**config.mk**
```make
export PLATFORM = sky130hd
export DESIGN_NAME = score_display_ctrl
export DESIGN_NICKNAME = d
export VERILOG_FILES = /design/src/rtl/score_display_ctrl.sv
export SDC_FILE = /design/constraint.sdc
export NUM_CORES = 1
export LEC_CHECK = 0
export ABC_AREA = 0
export BUFFER_PORTS_ARGS = -buffer_cell sky130_fd_sc_hd__buf_4
export CORE_MARGIN = 4
export CORE_UTILIZATION = 50
export DETAILED_ROUTE_END_ITERATION = 10
export PLACE_DENSITY = 0.89
export SLEW_MARGIN = 15
export SYNTH_ARGS = -nofsm -noshare
export SYNTH_HDL_FRONTEND = slang
export SYNTH_SLANG_ARGS = --single-unit
```
**constraint.sdc**
```tcl
create_clock -name clk -period 2.7 [get_ports clk]
set_clock_uncertainty 0.1 [all_clocks]
set_input_delay 0.27 -clock clk [delete_from_list [all_inputs] [get_ports clk]]
set_output_delay 0.27 -clock clk [all_outputs]
set_load 0.02 [all_outputs]
```
**src/rtl/score_display_ctrl.sv**
```systemverilog
// rtl/score_display_ctrl.sv - score to BCD converter and digitDraw sequencer with 2-stage VGA plot pipeline
module score_display_ctrl #(
    parameter int         NUM_DIGITS  = 4,
    parameter int         SCORE_W     = 14,
    parameter logic [7:0] X0          = 8'd100,
    parameter logic [7:0] Y0          = 8'd2,
    parameter logic [7:0] DIGIT_PITCH = 8'd15,
    parameter bit         BLANK_LZ    = 1'b1
) (
    input  logic               clk,
    input  logic               resetn,
    input  logic [SCORE_W-1:0] score,
    input  logic               score_valid,
    output logic               score_ready,
    output logic               busy,
    output logic               done,
    output logic               dd_rst,
    output logic               dd_en,
    output logic [3:0]         dd_sel,
    output logic [7:0]         dd_x,
    output logic [7:0]         dd_y,
    input  logic               dd_end,
    input  logic [7:0]         dd_x_draw,
    input  logic [7:0]         dd_y_draw,
    input  logic [23:0]        dd_colour,
    output logic [7:0]         vga_x,
    output logic [7:0]         vga_y,
    output logic [23:0]        vga_colour,
    output logic               vga_plot
);

    localparam int BCD_W = 4 * NUM_DIGITS;
    localparam int IDX_W = (NUM_DIGITS > 1) ? $clog2(NUM_DIGITS) : 1;
    localparam int CNT_W = $clog2(SCORE_W + 1);

    function automatic longint unsigned pow10(input int n);
        longint unsigned p = 1;
        for (int i = 0; i < n; i++) p = p * 10;
        return p;
    endfunction

    localparam longint unsigned    MAX_SCORE = pow10(NUM_DIGITS) - 1;
    localparam logic [IDX_W-1:0]   LAST_IDX  = IDX_W'(NUM_DIGITS - 1);
    localparam logic [CNT_W-1:0]   CONV_LAST = CNT_W'(SCORE_W - 1);

    typedef enum logic [2:0] {S_IDLE, S_CONV, S_LOAD, S_DRAW, S_DRAIN, S_DONE} state_t;

    state_t             state, state_nx;
    logic [SCORE_W-1:0] shreg;
    logic [SCORE_W-1:0] score_sat;
    logic [BCD_W-1:0]   bcd;
    logic [BCD_W-1:0]   bcd_adj;
    logic [IDX_W-1:0]   idx;
    logic [CNT_W-1:0]   cnt;
    logic               v1;
    logic [7:0]         x1, y1;
    logic [3:0]         digit;
    logic [3:0]         nib;
    logic               blank;
    logic               lead_zero;

    assign score_sat = (64'(score) > MAX_SCORE) ? SCORE_W'(MAX_SCORE) : score;

    always_comb begin
        bcd_adj = '0;
        for (int i = 0; i < NUM_DIGITS; i++)
            bcd_adj[4*i +: 4] = (bcd[4*i +: 4] >= 4'd5) ? bcd[4*i +: 4] + 4'd3 : bcd[4*i +: 4];
    end

    // Index 0 is the most significant digit; a digit stays blank while every digit up to it is zero.
    always_comb begin
        lead_zero = BLANK_LZ;
        digit     = 4'd0;
        blank     = 1'b0;
        nib       = 4'd0;
        for (int i = 0; i < NUM_DIGITS; i++) begin
            nib = bcd[4*(NUM_DIGITS-1-i) +: 4];
            if (nib != 4'd0) lead_zero = 1'b0;
            if (IDX_W'(i) == idx) begin
                digit = nib;
                blank = lead_zero && (i != NUM_DIGITS - 1);
            end
        end
    end

    always_comb begin
        state_nx    = state;
        score_ready = 1'b0;
        busy        = 1'b1;
        done        = 1'b0;
        dd_rst      = 1'b0;
        dd_en       = 1'b0;
        dd_sel      = 4'd0;
        dd_x        = 8'd0;
        dd_y        = 8'd0;
        if (state == S_LOAD || state == S_DRAW) begin
            dd_sel = blank ? 4'hF : digit;
            dd_x   = X0 + 8'(idx) * DIGIT_PITCH;
            dd_y   = Y0;
        end
        case (state)
            S_IDLE: begin
                busy        = 1'b0;
                score_ready = 1'b1;
                if (score_valid) state_nx = S_CONV;
            end
            S_CONV:  if (cnt == CONV_LAST) state_nx = S_LOAD;
            S_LOAD: begin
                dd_rst   = 1'b1;
                state_nx = S_DRAW;
            end
            S_DRAW: begin
                dd_en = ~dd_end;
                if (dd_end) state_nx = (idx == LAST_IDX) ? S_DRAIN : S_LOAD;
            end
            S_DRAIN: if (cnt == CNT_W'(1)) state_nx = S_DONE;
            S_DONE: begin
                done     = 1'b1;
                state_nx = S_IDLE;
            end
            default: state_nx = S_IDLE;
        endcase
    end

    always_ff @(posedge clk) begin
        if (!resetn) begin
            state      <= S_IDLE;
            shreg      <= '0;
            bcd        <= '0;
            idx        <= '0;
            cnt        <= '0;
            v1         <= 1'b0;
            x1         <= 8'd0;
            y1         <= 8'd0;
            vga_plot   <= 1'b0;
            vga_x      <= 8'd0;
            vga_y      <= 8'd0;
            vga_colour <= 24'd0;
        end else begin
            state <= state_nx;
            // Stage 1 holds the address while the ROM read completes; stage 2 pairs it with the data.
            v1         <= (state == S_DRAW) & ~dd_end;
            x1         <= dd_x_draw;
            y1         <= dd_y_draw;
            vga_plot   <= v1;
            vga_x      <= x1;
            vga_y      <= y1;
            vga_colour <= dd_colour;
            case (state)
                S_IDLE: if (score_valid) begin
                    shreg <= score_sat;
                    bcd   <= '0;
                    cnt   <= '0;
                end
                S_CONV: begin
                    {bcd, shreg} <= {bcd_adj, shreg} << 1;
                    cnt          <= cnt + 1'b1;
                    idx          <= '0;
                end
                S_DRAW: if (dd_end) begin
                    if (idx == LAST_IDX) cnt <= '0;
                    else                 idx <= idx + 1'b1;
                end
                S_DRAIN: cnt <= cnt + 1'b1;
                default: ;
            endcase
        end
    end

endmodule

```
==> results of run 1 <==
-- routing by layer --
metal | track usage | up-vias | part of all wire
met5 | 0 | - | 0
met4 | 0.0662 | 0 | 0.019
met3 | 0.0900 | 20 | 0.085
met2 | 0.360 | 110 | 0.51
met1 | 0.221 | 1607 | 0.39
li1 | - | 1706 | -
-- per-stage QoR --
step                      setup slack [ns]   util  area [um^2]
after floorplan                      0.383      -         4100
after global placement               0.311  0.637         4970
after detailed placement             0.226  0.637         4970
after CTS                          0.00453  0.708         5530
after global routing                0.0366  0.714         5580
final                                0.119  0.714         5580
-- power by group through the flow --
stage / clock network, mW / registers [mW] / logic, mW
floorplan: 0 / 1.58 / 0.151
global placement: 0 / 1.55 / 0.305
detailed placement: 0 / 1.56 / 0.314
CTS: 1.01 / 1.52 / 0.354
global route: 1.05 / 1.53 / 0.390
finish: 0.983 / 1.52 / 0.357
-- cells in the mapped netlist (all sizes together), types with 7 or more instances --
cell type / number
nand2b: 8
nand2: 10
a21boi: 10
buf: 13
ha: 20
a22o: 8
and2: 66
o21ai: 13
inv: 21
clkbuf: 18
nor2: 20
dfxtp: 97
o221ai: 7
nand3: 11
a22oi: 9
a21oi: 16
-- how the worst max path moves through the flow --
stage / endpoint / slack (ns) / cells after the start
after global placement: dd_sel[1] / 0.31 / 7
after floorplan: dd_sel[0] / 0.38 / 6
final: dd_sel[3] / 0.12 / 6
after detailed placement: dd_sel[2] / 0.23 / 7
after global routing: dd_sel[0] / 0.04 / 6
after CTS: dd_sel[2] / 0.005 / 7
-- worst max-delay path, delay by kind of cell (launching register included) --
family,cells,cell delay (ns)
buffers and inverters,1,0.16
AO/OA/AOI/OAI,2,0.41
flip-flops,1,0.39
adder cells (fa/ha/maj),1,0.41
AND/OR/NAND/NOR,2,0.48
-- final cells by class --
cell class | instances | area (um^2)
fill | 540 | 2230
clock inverter | 7 | 86.3
inverter | 21 | 83.8
clock buffer | 9 | 124
multi-input combinational | 274 | 1940
tap | 102 | 128
timing repair buffer | 158 | 1270
sequential | 97 | 1950
-- registers in the layout, indices dropped and copies added, names as in the netlist, 2 cells and up --
| name | flops |
|---|---|
| vga_colour | 24 |
| bcd | 16 |
| shreg | 14 |
| vga_x | 8 |
| vga_y | 8 |
| x1 | 8 |
| y1 | 8 |
| cnt | 4 |
| state | 3 |
| idx | 2 |
-- cell families (layout without fill, tap and decap cells) --
| group | after synthesis | in the layout | share of synthesized area |
|---|---|---|---|
| xor gates and xnor gates | 10 | 10 | 0.0215 |
| muxes | 6 | 6 | 0.0147 |
| adders and majority gates | 20 | 20 | 0.0614 |
| AOI/OAI and AO/OA | 89 | 89 | 0.159 |
| buffers and inverters | 52 | 195 | 0.0608 |
| DFF | 97 | 97 | 0.477 |
| and+or+nand+nor | 142 | 142 | 0.205 |
| other | 1 | 7 | 0.000921 |
-- timing repair --
action | in CTS | in global routing
endpoints found under the setup margin | 4 | 4
resized for setup | 6 | 11
pin swaps | 1 | 2
hold endpoints to repair | 33 | 0
buffers inserted | 0 | 3
hold buffers | 33 | 0
==> impl_metrics.ini, run 1 <==
[global_route]
gr-usage-all-layers = 0.205
grt_start_max_net_pins = 47
antenna_found_initial = 0
grt_pass1_wl_mm = 16.2
grt_pass1_vias = 3532
overflow = 0

[sta]
whs_ns = 0.0142
fin_setup_tns_ns = 0
period_minus_slack_ns = 2.58
finalHoldViolCount = 0
worst_pin_slew_ns = 0.604
drv_slew = 0
slew_headroom = 0.598
finalSetupViolCount = 0
fin_crit_sh = 0.956
rsz0062_at_grt = no
max_freq_ghz = 0.387

[setup_path]
required_ns = 2.33
crit_start = idx[0]
crit_path_end_kind = output pin
crit_type = flip-flop to output pin
critPathArrivalTime_ns = 2.21
cp-start-kind = flip-flop
critPathMaxFanout = 16
critical_path.max_stage_delay_ns = 0.41
reg2reg_from = state[0]
worstRegToRegCells = 3
crit_chain = ha_1 > nor4b_1 > nand2_1 > a221o_1 > o21ai_1 > buf_4
r2r_setup_slack_ns = 0.59
timing.rr.end = bcd[9]
crit_slowest_cell = ha_1

[synthesis]
syn-cell-area_mm2 = 0.00407
async_flop_share = 0
synth_area_leaders = dfxtp_1 (48%), and2_1 (10%), ha_1 (6.1%)
yosys.area.top_type_share = 0.477
synth.distinct_cells = 56
synth_enable_flop_cells = 0
synth_cells = 417
synthFlopType = dfxtp_1
yosysTopAreaCell = dfxtp_1
synth.yosys.seq_area_share = 0.477
ys_warn_count = 0
ys_seq_elements = 97
syn_avg_cell_area_um2 = 9.77

[cts]
cts.sinks = 97
clk_pin_slew_ns = 0.11
clk_latency_ns = 0.37
h-tree-depth = 3
cts_root_buffer = clkbuf_8
tritoncts = built
clk_path_buf_depth = 2
cts_buffers = 9

[cells_and_area]
mostFrequentLayoutCell = buf_4
fin_nets = 639
fin_cells = 668
area_delta_synth_final_pct = 36.9
antenna_cells = 0
drive_above_1_share = 0.276
final_cell_mix = buf_4 (125), dfxtp_1 (95), and2_1 (66), dlygate4sd3_1 (33)

[status]
outcome = finished, final reports clean

[detailed_routing]
drt-wirelength-per-cell_um = 14.8
vias = 3443
vias_per_cell = 5.15
drc = 0
drt_wl_total_mm = 9.85
route.antenna.remaining_nets = 0
drt_iter0_markers = 122
drt-pass1-iter-count = 4

[floorplan]
core-area_mm2 = 0.00781
die_area_mm2 = 0.00965
dieHeight_um = 98.3
io_pins = 124
start_util = 0.522
die_w_um = 98.3
row_count = 32

[power]
swShare = 0.257
p_sw_mw = 0.737
p_clk_frac = 0.343
seq_power_share = 0.532
pwr_density_cell_mw_per_mm2 = 513
power_mw = 2.86
irDropWorstVdd_v = 0.000390
internal_power_mw = 2.13
leakage_nw = 2.49
power_frac_comb = 0.125

[place]
dp_hpwl_mm = 6.60
gp_congestion = 0.856
placed_cells = 616
port_buffers = 116

[worst_hold_path]
worstHoldStart = dd_y_draw[4]
holdPathEnd = y1[4]
min_path_cells = 2
min_path_type = primary input to flip-flop

[job]
maxCapViolCount = 0
(Power assumes the default switching activity.)
==> run 2, diff against run 1 <==
--- a/config.mk
+++ b/config.mk
@@ -7,6 +7,7 @@
 export LEC_CHECK = 0
 export ABC_AREA = 0
 export BUFFER_PORTS_ARGS = -buffer_cell sky130_fd_sc_hd__buf_4
+export CAP_MARGIN = 20
 export CORE_MARGIN = 4
 export CORE_UTILIZATION = 50
 export DETAILED_ROUTE_END_ITERATION = 10
==> constraint.sdc (replaced) <==
create_clock -name clk -period 2.7 [get_ports clk]
set_clock_uncertainty 0.1 [all_clocks]
set_input_delay 0.135 -clock clk [delete_from_list [all_inputs] [get_ports clk]]
set_output_delay 0.135 -clock clk [all_outputs]
set_load 0.02 [all_outputs]
==> impl_metrics.ini, run 2 (same netlist as run 1, synthesis figures left out) <==
[status]
outcome = finished, final reports clean

[sta]
period_minus_slack_ns = 2.54
worst_pin_slew_ns = 0.649
finalSetupViolCount = 0
slew_headroom = 0.567
rsz0062_at_grt = no
fin_crit_sh = 0.941
drv_slew = 0
finalHoldViolCount = 0
max_freq_ghz = 0.394
fin_setup_tns_ns = 0
whs_ns = 0.0235

[cts]
h-tree-depth = 3
clk_latency_ns = 0.36
cts.sinks = 97
post-cts-setup-buffers = 0
tritoncts = built
clk_pin_slew_ns = 0.09
clk_path_buf_depth = 2
cts_buffers = 9
cts_root_buffer = clkbuf_8

[place]
port_buffers = 116
dp_hpwl_mm = 6.70
gp_congestion = 0.897

[cells_and_area]
regMostFlops = vga_colour
multiInputGateArea_mm2 = 0.00192
reg.largest.list = vga_colour: 24 flops, bcd: 16 flops, shreg: 14 flops
register_area_mm2 = 0.00195
area_delta_synth_final_pct = 40.6
fin_nets = 654
final_cell_mix = buf_4 (121), dfxtp_1 (95), and2_1 (66), dlygate4sd3_1 (52), nor2_1 (20)
drive_above_1_share = 0.257
largest_reg_flops = 24
fill_cells = 532
mostFrequentLayoutCell = buf_4

[setup_path]
critPathMaxFanout = 6
crit_path_end_kind = output pin
critPathArrivalTime_ns = 2.31
crit_type = flip-flop to output pin
required_ns = 2.47
cp-start-kind = flip-flop

[power]
leakage_nw = 2.55
power_mw = 2.97
pwr_density_cell_mw_per_mm2 = 519
irDropWorstVdd_v = 0.000414

[detailed_routing]
drt_iter0_markers = 180
drt_wl_total_mm = 11.0
vias_per_cell = 5.25
drc = 0
route.antenna.remaining_nets = 0
drt-pass1-iter-count = 5
vias = 3583
drt-wirelength-per-cell_um = 16.1

[global_route]
grt_start_max_net_pins = 89
grt_pass1_vias = 3719
overflow = 0
grt_pass1_wl_mm = 17.8
antenna_found_initial = 1
gr-usage-all-layers = 0.228

[floorplan]
start_util = 0.522
dieHeight_um = 98.3
die_w_um = 98.3
row_count = 32
io_pins = 124
core-area_mm2 = 0.00781
die_area_mm2 = 0.00965

[job]
maxCapViolCount = 0

[worst_hold_path]
min_path_type = primary input to flip-flop
-- run 2: per-stage QoR --
step	instances	util	setup WS [ns]	cell area [um^2]
after floorplan	423	-	0.518	4100
after global placement	615	0.636	0.447	4960
after detailed placement	615	0.636	0.352	4960
after CTS	682	0.733	0.0103	5720
after global routing	683	0.733	0.0206	5730
final	683	0.733	0.159	5730
-- run 2: repair_timing --
action / 4_1_cts / 5_1_grt
endpoints found under the hold margin: 52 / 0
pin swaps: 0 / 1
setup endpoints to repair: 4 / 4
gates resized for setup: 2 / 6
hold buffers: 52 / 0
-- run 2: area by class of cell --
class                   instances  share of cell area
inverters                      21              0.0138
multi-input cells             274               0.335
diodes                          1            0.000437
repair buffers                173               0.250
clock buffers                  10              0.0240
well taps                     102              0.0223
clock inverters                 5              0.0151
flip-flops and latches         97               0.340
-- run 2: layer usage --
layer	track usage	wire length, um	part of all wire
met5	0	0	0
met4	0.0872	310	0.028
met3	0.0864	855	0.078
met2	0.405	5650	0.52
met1	0.245	4150	0.38
-- run 2: worst max-delay path, stage by stage, from the launching register on --
cell	delay, ns
dfxtp_4	0.38
inv_2	0.10
ha_1	0.17
nor2_1	0.05
or4b_2	0.60
a221o_1	0.37
o21ai_1	0.10
buf_4	0.16
-- run 2: power breakdown --
| group | internal [mW] | switching (mW) |
|---|---|---|
| Sequential | 1.49 | 0.0341 |
| Combinational | 0.204 | 0.182 |
| Clock | 0.550 | 0.508 |
-- run 2: path summary, 6_finish.rpt --
check	slack (ns)	endpoint	from	cells past startpoint
setup / recovery	0.16	dd_sel[1]	idx[0]	7
hold / removal	0.02	state[0]	score_valid	3
setup reg to reg	0.43	shreg[9]	state[0]	4
hold reg to reg	0.34	vga_y[6]	y1[6]	1
